`src/rtl/mjpg_pkg.sv`:
```
// Shared constants and types for the MJPG frame sequencer and header replay.
package mjpg_pkg;

  localparam logic [1:0] COMP_Y  = 2'd0;
  localparam logic [1:0] COMP_CB = 2'd1;
  localparam logic [1:0] COMP_CR = 2'd2;

  localparam logic [7:0] MK_PFX = 8'hFF;
  localparam logic [7:0] MK_SOI = 8'hD8;
  localparam logic [7:0] MK_EOI = 8'hD9;
  localparam logic [7:0] MK_RST = 8'hD0;

  // 4:2:2 slot map, slot 0 in the LSBs: Y, Y, Cb, Cr
  localparam logic [7:0] BLK_SEQ_422 = {COMP_CR, COMP_CB, COMP_Y, COMP_Y};

  typedef enum logic [2:0] {
    S_IDLE, S_HDR, S_WAIT, S_XFER, S_EOI0, S_EOI1, S_RST0, S_RST1
  } seq_state_e;

  typedef struct packed {
    logic [15:0] height;
    logic [15:0] width;
  } frame_dim_t;

endpackage

```
`src/rtl/mjpg_stream_sequencer_if.sv`:
```
// Entropy-encoder byte bus shared between the component encoders and the sequencer.
interface mjpg_stream_sequencer_if #(
  parameter int NCOMP = 3
);
  logic [NCOMP-1:0]   ereq;
  logic [NCOMP-1:0]   egrant;
  logic [NCOMP-1:0]   evalid;
  logic [NCOMP-1:0]   edone;
  logic [8*NCOMP-1:0] edata;
  logic               elast;

  modport master (input ereq, evalid, edone, edata, output egrant, elast);
  modport slave  (output ereq, evalid, edone, edata, input egrant, elast);
endinterface

```
`src/rtl/mjpg_hdr_replay.sv`:
```
// Header ROM replay: address counter, one-cycle ROM latency alignment and
// height/width patch mux. done_o marks the cycle the final header byte is out.
module mjpg_hdr_replay
  import mjpg_pkg::*;
#(
  parameter int HDR_LEN = 623,
  parameter int HGT_OFS = 143,
  parameter int AW      = 10
) (
  input  logic          clk,
  input  logic          rst_n,
  input  logic          start_i,
  input  frame_dim_t    dim_i,
  output logic [AW-1:0] addr_o,
  input  logic [7:0]    data_i,
  output logic          vld_o,
  output logic [7:0]    byte_o,
  output logic          done_o
);
  localparam int STAGES = 1;

  logic [STAGES:0] vld_pipe;
  logic [AW-1:0]   addr_q, addr_d, oaddr_q;
  logic            last, act_d;
  logic [7:0]      pbyte;

  assign last   = vld_pipe[0] && (addr_q == AW'(HDR_LEN-1));
  assign act_d  = start_i || (vld_pipe[0] && !last);
  assign addr_o = addr_q;

  always_comb begin
    addr_d = addr_q;
    if (vld_pipe[0]) addr_d = last ? '0 : addr_q + AW'(1);
  end

  always_ff @(posedge clk or negedge rst_n) begin
    if (!rst_n) begin
      vld_pipe <= '0;
      addr_q   <= '0;
      oaddr_q  <= '0;
    end else begin
      vld_pipe <= {vld_pipe[STAGES-1:0], act_d};
      addr_q   <= addr_d;
      oaddr_q  <= addr_q;
    end
  end

  // ROM data arrives one cycle after its address; oaddr_q tracks which byte it is
  always_comb begin
    pbyte = data_i;
    if      (oaddr_q == AW'(HGT_OFS))   pbyte = dim_i.height[15:8];
    else if (oaddr_q == AW'(HGT_OFS+1)) pbyte = dim_i.height[7:0];
    else if (oaddr_q == AW'(HGT_OFS+2)) pbyte = dim_i.width[15:8];
    else if (oaddr_q == AW'(HGT_OFS+3)) pbyte = dim_i.width[7:0];
  end

  assign vld_o  = vld_pipe[STAGES];
  assign byte_o = vld_pipe[STAGES] ? pbyte : 8'h00;
  assign done_o = vld_pipe[STAGES] && (oaddr_q == AW'(HDR_LEN-1));

endmodule

```
`src/rtl/mjpg_stream_sequencer.sv`:
```
// MJPG output frame sequencer: header replay, MCU-ordered block grants, EOI.
// Define MJPG_SEQ_RST_MARKER_EN to insert RSTn markers every RST_INTERVAL MCUs.
module mjpg_stream_sequencer
  import mjpg_pkg::*;
#(
  parameter int                       NCOMP       = 3,
  parameter int                       BLK_PER_MCU = 4,
  parameter logic [2*BLK_PER_MCU-1:0] BLK_SEQ     = BLK_SEQ_422,
  parameter int                       HDR_LEN     = 623,
  parameter int                       HGT_OFS     = 143,
  parameter int                       MCU_W       = 16
`ifdef MJPG_SEQ_RST_MARKER_EN
  , parameter int                     RST_INTERVAL = 4
`endif
) (
  input  logic                   clk,
  input  logic                   rst_n,
  input  logic                   frame_start_i,
  input  logic [15:0]            cfg_width_i,
  input  logic [15:0]            cfg_height_i,
  input  logic [MCU_W-1:0]       cfg_mcus_i,
  output logic [9:0]             hdr_addr_o,
  input  logic [7:0]             hdr_data_i,
  mjpg_stream_sequencer_if.master eb,
  output logic                   jvalid_o,
  output logic [7:0]             jpeg_o,
  output logic                   busy_o,
  output logic                   err_overlap_o
`ifdef MJPG_SEQ_RST_MARKER_EN
  , output logic                 dc_reset_o
`endif
);
  localparam int SW = (BLK_PER_MCU > 1) ? $clog2(BLK_PER_MCU) : 1;

  seq_state_e             state_q, state_d;
  logic [SW-1:0]          slot_q, slot_d;
  logic [MCU_W-1:0]       mcu_q, mcu_d, mcus_q;
  logic [NCOMP-1:0]       grant_q, grant_d;
  logic                   xv_q, xv_d, err_q;
  logic [7:0]             xb_q, xb_d;
  frame_dim_t             dim_q;
  logic [1:0]             comp;
  logic                   slot_last, mcu_last, hdr_start;
  logic                   hdr_vld, hdr_done, mk_vld;
  logic [7:0]             hdr_byte, mk_byte;
  logic [NCOMP-1:0][7:0]  lane;
`ifdef MJPG_SEQ_RST_MARKER_EN
  logic [MCU_W-1:0]       rcnt_q, rcnt_d;
  logic [2:0]             rnum_q, rnum_d;
`endif

  for (genvar c = 0; c < NCOMP; c++) begin : g_lane
    assign lane[c] = eb.edata[8*c +: 8];
  end

  assign comp      = 2'(BLK_SEQ >> {slot_q, 1'b0});
  assign slot_last = (slot_q == SW'(BLK_PER_MCU-1));
  assign mcu_last  = (mcu_q == mcus_q - MCU_W'(1));
  assign hdr_start = (state_q == S_IDLE) && frame_start_i;

  mjpg_hdr_replay #(.HDR_LEN(HDR_LEN), .HGT_OFS(HGT_OFS), .AW(10)) u_hdr (
    .clk     (clk),
    .rst_n   (rst_n),
    .start_i (hdr_start),
    .dim_i   (dim_q),
    .addr_o  (hdr_addr_o),
    .data_i  (hdr_data_i),
    .vld_o   (hdr_vld),
    .byte_o  (hdr_byte),
    .done_o  (hdr_done)
  );

  always_comb begin
    state_d = state_q;
    slot_d  = slot_q;
    mcu_d   = mcu_q;
    grant_d = grant_q;
    xv_d    = 1'b0;
    xb_d    = 8'h00;
`ifdef MJPG_SEQ_RST_MARKER_EN
    rcnt_d  = rcnt_q;
    rnum_d  = rnum_q;
`endif
    case (state_q)
      S_IDLE: if (frame_start_i) state_d = S_HDR;
      S_HDR: if (hdr_done) begin
        state_d = S_WAIT;
        slot_d  = '0;
        mcu_d   = '0;
`ifdef MJPG_SEQ_RST_MARKER_EN
        rcnt_d  = '0;
        rnum_d  = '0;
`endif
      end
      S_WAIT: if (eb.ereq[comp]) begin
        grant_d = NCOMP'(1) << comp;
        state_d = S_XFER;
      end
      S_XFER: begin
        if (grant_q != '0) begin
          if (eb.evalid[comp]) begin
            xv_d = 1'b1;
            xb_d = lane[comp];
            if (eb.edone[comp]) grant_d = '0;
          end
        end else begin
          // Drain cycle: the block's last byte is on jpeg_o, now pick the next slot
          state_d = S_WAIT;
          if (!slot_last) begin
            slot_d = slot_q + SW'(1);
          end else begin
            slot_d = '0;
            if (mcu_last) begin
              state_d = S_EOI0;
            end else begin
              mcu_d = mcu_q + MCU_W'(1);
`ifdef MJPG_SEQ_RST_MARKER_EN
              if (rcnt_q == MCU_W'(RST_INTERVAL-1)) begin
                rcnt_d  = '0;
                state_d = S_RST0;
              end else begin
                rcnt_d  = rcnt_q + MCU_W'(1);
              end
`endif
            end
          end
        end
      end
      S_EOI0: state_d = S_EOI1;
      S_EOI1: state_d = S_IDLE;
`ifdef MJPG_SEQ_RST_MARKER_EN
      S_RST0: state_d = S_RST1;
      S_RST1: begin
        state_d = S_WAIT;
        rnum_d  = rnum_q + 3'd1;
      end
`endif
      default: state_d = S_IDLE;
    endcase
  end

  always_ff @(posedge clk or negedge rst_n) begin
    if (!rst_n) begin
      state_q <= S_IDLE;
      slot_q  <= '0;
      mcu_q   <= '0;
      mcus_q  <= '0;
      grant_q <= '0;
      xv_q    <= 1'b0;
      xb_q    <= 8'h00;
      err_q   <= 1'b0;
      dim_q   <= '0;
`ifdef MJPG_SEQ_RST_MARKER_EN
      rcnt_q  <= '0;
      rnum_q  <= '0;
`endif
    end else begin
      state_q <= state_d;
      slot_q  <= slot_d;
      mcu_q   <= mcu_d;
      grant_q <= grant_d;
      xv_q    <= xv_d;
      xb_q    <= xb_d;
      err_q   <= frame_start_i && (state_q != S_IDLE);
      if (hdr_start) begin
        dim_q  <= {cfg_height_i, cfg_width_i};
        mcus_q <= cfg_mcus_i;
      end
`ifdef MJPG_SEQ_RST_MARKER_EN
      rcnt_q  <= rcnt_d;
      rnum_q  <= rnum_d;
`endif
    end
  end

  // Marker bytes are decoded straight from state so EOI1 is the final busy cycle
  always_comb begin
    mk_vld  = 1'b0;
    mk_byte = MK_PFX;
    case (state_q)
      S_EOI0: mk_vld = 1'b1;
      S_EOI1: begin
        mk_vld  = 1'b1;
        mk_byte = MK_EOI;
      end
`ifdef MJPG_SEQ_RST_MARKER_EN
      S_RST0: mk_vld = 1'b1;
      S_RST1: begin
        mk_vld  = 1'b1;
        mk_byte = MK_RST | {5'd0, rnum_q};
      end
`endif
      default: ;
    endcase
  end

  assign jvalid_o      = hdr_vld || xv_q || mk_vld;
  assign jpeg_o        = hdr_vld ? hdr_byte : (xv_q ? xb_q : (mk_vld ? mk_byte : 8'h00));
  assign busy_o        = (state_q != S_IDLE);
  assign err_overlap_o = err_q;
  assign eb.egrant     = grant_q;
  assign eb.elast      = (state_q == S_XFER) && (grant_q != '0) && slot_last && mcu_last;
`ifdef MJPG_SEQ_RST_MARKER_EN
  assign dc_reset_o    = (state_q == S_RST1);
`endif

endmodule
```
`src/flat_wrapper.sv`:
```
// flat-port wrapper written by rule: the top's interface ports become plain ports
module mjpg_stream_sequencer_flat import mjpg_pkg::*;
#(
  parameter int                       NCOMP       = 3,
  parameter int                       BLK_PER_MCU = 4,
  parameter logic [2*BLK_PER_MCU-1:0] BLK_SEQ     = BLK_SEQ_422,
  parameter int                       HDR_LEN     = 623,
  parameter int                       HGT_OFS     = 143,
  parameter int                       MCU_W       = 16

)
  (clk, rst_n, frame_start_i, cfg_width_i, cfg_height_i, cfg_mcus_i, hdr_addr_o, hdr_data_i, jvalid_o, jpeg_o, busy_o, err_overlap_o, eb_ereq, eb_evalid, eb_edone, eb_edata, eb_egrant, eb_elast);
  mjpg_stream_sequencer_if #(.NCOMP(NCOMP)) eb_i ();
  input  logic clk;
  input  logic rst_n;
  input  logic frame_start_i;
  input  logic [15:0] cfg_width_i;
  input  logic [15:0] cfg_height_i;
  input  logic [MCU_W-1:0] cfg_mcus_i;
  output logic [9:0] hdr_addr_o;
  input  logic [7:0] hdr_data_i;
  output logic jvalid_o;
  output logic [7:0] jpeg_o;
  output logic busy_o;
  output logic err_overlap_o;
  input wire logic [$bits(eb_i.ereq)-1:0] eb_ereq;
  input wire logic [$bits(eb_i.evalid)-1:0] eb_evalid;
  input wire logic [$bits(eb_i.edone)-1:0] eb_edone;
  input wire logic [$bits(eb_i.edata)-1:0] eb_edata;
  output wire logic [$bits(eb_i.egrant)-1:0] eb_egrant;
  output wire logic [$bits(eb_i.elast)-1:0] eb_elast;
  assign eb_i.ereq = eb_ereq;
  assign eb_i.evalid = eb_evalid;
  assign eb_i.edone = eb_edone;
  assign eb_i.edata = eb_edata;
  assign eb_egrant = eb_i.egrant;
  assign eb_elast = eb_i.elast;
  mjpg_stream_sequencer #(.NCOMP(NCOMP), .BLK_PER_MCU(BLK_PER_MCU), .BLK_SEQ(BLK_SEQ), .HDR_LEN(HDR_LEN), .HGT_OFS(HGT_OFS), .MCU_W(MCU_W)) u_core (.clk(clk), .rst_n(rst_n), .frame_start_i(frame_start_i), .cfg_width_i(cfg_width_i), .cfg_height_i(cfg_height_i), .cfg_mcus_i(cfg_mcus_i), .hdr_addr_o(hdr_addr_o), .hdr_data_i(hdr_data_i), .eb(eb_i), .jvalid_o(jvalid_o), .jpeg_o(jpeg_o), .busy_o(busy_o), .err_overlap_o(err_overlap_o));
endmodule
```
`config.mk`:
```
export PLATFORM = sky130hd
export DESIGN_NAME = mjpg_stream_sequencer_flat
export DESIGN_NICKNAME = d
export VERILOG_FILES = /design/src/rtl/mjpg_pkg.sv /design/src/rtl/mjpg_stream_sequencer_if.sv /design/src/rtl/mjpg_hdr_replay.sv /design/src/rtl/mjpg_stream_sequencer.sv /design/src/flat_wrapper.sv
export SDC_FILE = /design/constraint.sdc
export NUM_CORES = 1
export LEC_CHECK = 0
export ABC_AREA = 1
export BUFFER_PORTS_ARGS = -buffer_cell sky130_fd_sc_hd__buf_2
export CAP_MARGIN = 10
export CORE_MARGIN = 2
export CORE_UTILIZATION = 42
export DETAILED_ROUTE_END_ITERATION = 16
export HOLD_SLACK_MARGIN = 0.1
export PLACE_DENSITY = 0.62
export SYNTH_ARGS = -nofsm -noshare
export SYNTH_HDL_FRONTEND = slang
export SYNTH_SLANG_ARGS = --single-unit
```
`constraint.sdc`:
```
create_clock -name clk -period 3.1 [get_ports clk]
set_clock_uncertainty 0.05 [all_clocks]
set_input_delay 0.775 -clock clk [delete_from_list [all_inputs] [get_ports clk]]
set_output_delay 0.775 -clock clk [all_outputs]
set_load 0.01 [all_outputs]
```
==> flow_summary.json <==
{
  "r2r_cells": 10,
  "n_antenna_cell": 0,
  "power_switching_w": 0.00195,
  "slew_violations": 0,
  "drtIter0Drc": 248,
  "post-route-period-util": 1.01,
  "swShare": 0.386,
  "synth_top_area_share": 0.437,
  "clk_path_buf_depth": 2,
  "detailed_place_hpwl_mm": 12.0,
  "worstSetupEndpoint": "eb_elast",
  "netlist_area_mm2": 0.00595,
  "grt_overflow_total": 0,
  "cp.arrival_ns": 2.29,
  "hold_path_class": "primary input to asynchronous set/reset pin",
  "ctsRootBufferMaster": "clkbuf_16",
  "first_global_vias": 5152,
  "nets": 983,
  "grt_pass1_wl_mm": 25.5,
  "clk_latency_ns": 0.35,
  "place_area_mm2": 0.00677,
  "period_needed_ns": 3.12,
  "max-vdd-ir-drop_uv": 351,
  "die_height_um": 123,
  "seqPwrFrac": 0.408,
  "grt_use_total": 0.218,
  "wirelength_mm": 15.7,
  "die_area_mm2": 0.0151,
  "layout-drive-gt1-share": 0.268,
  "power_leakage_nw": 3.51,
  "clkPwrFrac": 0.232,
  "portBuffers": 116,
  "finalHoldViolCount": 0,
  "r2r-start": "u_core.slot_q[0]",
  "routed-via-count": 5376,
  "critPathRequiredTime_ns": 2.27,
  "cp-start-kind": "flip-flop",
  "remaining_drc_errors": 0,
  "r2r_slack_ns": 0.52,
  "num_rows": 43,
  "setup_viol": 1,
  "outcome": "finished, violations left",
  "ys_types": 37,
  "viasPerCell": 5.03,
  "fillers": 1350,
  "max_freq_mhz": 321,
  "flow.area_growth_from_synthesis_pct": 21.8,
  "ys_warn_count": 0,
  "worstSetupPathType": "flip-flop to output pin",
  "netlist_top_cells_area": "dfrtp_1 (44%), nand2_1 (9.1%), nor2_1 (7.9%), mux2_2 (5.1%), nand3_1 (4.1%)",
  "cts_num_sinks": 104,
  "cts_buffers": 9,
  "drtPass1Iterations": 5,
  "worstSetupEndpointType": "output pin",
  "yosysSeqAreaShare": 0.437,
  "internal-power_w": 0.00311,
  "gp_congestion": 0.839,
  "r2r_end": "u_core.eb.egrant[1]",
  "pwr-share-comb": 0.360,
  "crit_path_start": "u_core.mcus_q[0]",
  "synth_fp_nets": 857,
  "synth-seq-cells": 104,
  "netlist_instances": 757,
  "core_mm2": 0.0139,
  "pre_cts_ws_ns": 0.214,
  "design_area_mm2": 0.00725,
  "violations": "setup timing",
  "start_util": 0.429,
  "htreeDepth": 3,
  "p_per_area_mw_per_mm2": 698,
  "cap_violations": 0,
  "relSlewSlack": 0.599,
  "grt_max_degree": 44,
  "synth_top_area_cell": "dfrtp_1",
  "wl_per_cell_um": 14.7,
  "path_max_fanout": 5,
  "io_pins": 117,
  "synth.avg_cell_area_um2": 7.86,
  "die_x_um": 123,
  "grt_setup_unrepaired": "yes",
  "grt_antenna_before_repair": 1,
  "drtAntennaViolNets": 0,
  "worst_slack_ns": -0.0188,
  "tightestPinTransition_ns": 0.600,
  "cts_tree": "done",
  "clk_pin_slew_worst_paths_ns": 0.07
}
## cells by family after synthesis
group | after synthesis | synth area share
mux | 27 | 0.0511
fa+ha+maj | 8 | 0.0168
compound gates | 104 | 0.0969
simple gates | 396 | 0.298
flops | 104 | 0.437
xor+xnor | 25 | 0.0368
buf+inv | 93 | 0.0633
## cells in the mapped netlist
cell type,count
nand2_1,145
nor2_1,125
dfrtp_1,104
inv_1,64
nand3_1,49
a21oi_1,42
o21ai_0,41
mux2_2,27
xor2_1,20
nor3_1,19
nand2_2,13
nand4_1,13
clkbuf_1,11
a2bb2oi_1,9
buf_2,8
ha_1,8
nor2_2,8
inv_2,7
nor4_1,6
nor3b_1,5
xnor2_1,5
nor2_4,4
o211ai_1,4
nand3b_1,3
a31oi_1,2
o21ai_1,2
o31ai_1,2
or2_2,2
a211oi_1,1
and3_1,1
buf_1,1
buf_12,1
clkbuf_2,1
nand2_4,1
nand3_4,1
nor3_4,1
o21bai_1,1
## routing by layer
| metal | wire (µm) | global-route usage | vias to the layer above |
|---|---|---|---|
| met5 | 13 | 0 | - |
| met4 | 245 | 0.0447 | 2 |
| met3 | 1040 | 0.0595 | 24 |
| met2 | 7300 | 0.360 | 162 |
| met1 | 7110 | 0.288 | 2462 |
| li1 | - | - | 2726 |
## power groups by stage
| stage | registers, W | logic, W | clock network, W |
|---|---|---|---|
| global placement | 0.00207 | 0.00174 | 0 |
| CTS | 0.00205 | 0.00178 | 0.00121 |
| floorplan | 0.00198 | 0.00135 | 0 |
| detailed placement | 0.00207 | 0.00176 | 0 |
| finish | 0.00207 | 0.00182 | 0.00118 |
| global route | 0.00212 | 0.00207 | 0.00127 |
## placed cells by master, fill, tap and decap left out, types with 3 or more instances in the layout
master / Yosys / layout
xnor2_1: 5 / 5
nand2_2: 13 / 17
o211ai_1: 4 / 4
nand3_1: 49 / 47
o21ai_1: 2 / 7
a21oi_1: 42 / 42
nand2_1: 145 / 140
nor3_1: 19 / 15
dfrtp_1: 104 / 104
ha_1: 8 / 7
clkbuf_16: 0 / 9
nor2_1: 125 / 120
mux2_2: 27 / 27
inv_2: 7 / 9
nand4_1: 13 / 13
a2bb2oi_1: 9 / 9
nor2_4: 4 / 9
nor4_1: 6 / 5
o21ai_0: 41 / 36
nor2_2: 8 / 8
xor2_1: 20 / 20
buf_4: 0 / 19
buf_2: 8 / 115
nor3_2: 0 / 4
nand3b_1: 3 / 3
inv_1: 64 / 61
nor3b_1: 5 / 4
## final cells by class
class | instances | area [µm²] | area share
multi-input combinational | 560 | 3080 | 0.425
sequential | 104 | 2600 | 0.359
timing repair buffer | 137 | 769 | 0.106
inverter | 71 | 269 | 0.0371
clock buffer | 10 | 229 | 0.0316
tap | 180 | 225 | 0.0311
clock inverter | 6 | 75.1 | 0.0104
## worst min-delay path by stage
stage / start / endpoint / slack [ns] / cells after the start
after floorplan: u_core.u_hdr.addr_o[6] / u_core.u_hdr.oaddr_q[6] / 0.40 / 0
after global placement: u_core.u_hdr.addr_o[6] / u_core.u_hdr.oaddr_q[6] / 0.39 / 0
after detailed placement: u_core.u_hdr.addr_o[6] / u_core.u_hdr.oaddr_q[6] / 0.39 / 0
after CTS: rst_n / u_core.mcu_q[4] / 0.40 / 1
after global routing: rst_n / u_core.dim_q[18] / 0.40 / 1
final: rst_n / u_core.dim_q[9] / 0.37 / 1
## what timing repair did
action | in CTS | in global routing
hold buffers | 0 | 0
setup buffers | 1 | 9
gates resized for setup | 8 | 26
pin swaps | 1 | 18
endpoints found under the setup margin | 9 | 9
## critical path, stage by stage (launching register included)
cell and delay (ns):
dfrtp_1 0.40, inv_2 0.10, ha_4 0.17, nand2_4 0.05
nor2_4 0.15, nor2_1 0.07, nor2_1 0.11, nand3_1 0.10
nor2_2 0.14, nand2_2 0.08, nor2_4 0.13, nand3_4 0.09
nor3b_2 0.20, buf_2 0.16
## through the flow
stage               hold WS, ns  TNS, ns  power [W]  cells   util
CTS                       0.395  -0.0428    0.00504   1059  0.512
global placement          0.390        0    0.00381   1042  0.488
detailed placement        0.388        0    0.00383   1042  0.488
finish                    0.369  -0.0188    0.00507   1068  0.522
global route              0.402   -0.325    0.00546   1068  0.522
floorplan                 0.403        0    0.00333    757      -
## flip-flops by register name (all words and copies together), names as in the netlist, 3 cells and up
name,cells
u_core.dim_q,32
u_core.state_q,3
u_core.eb.egrant,3
u_core.xb_q,8
u_core.mcus_q,16
u_core.u_hdr.addr_o,10
u_core.mcu_q,16
u_core.u_hdr.oaddr_q,10
(Power assumes the default switching activity.)
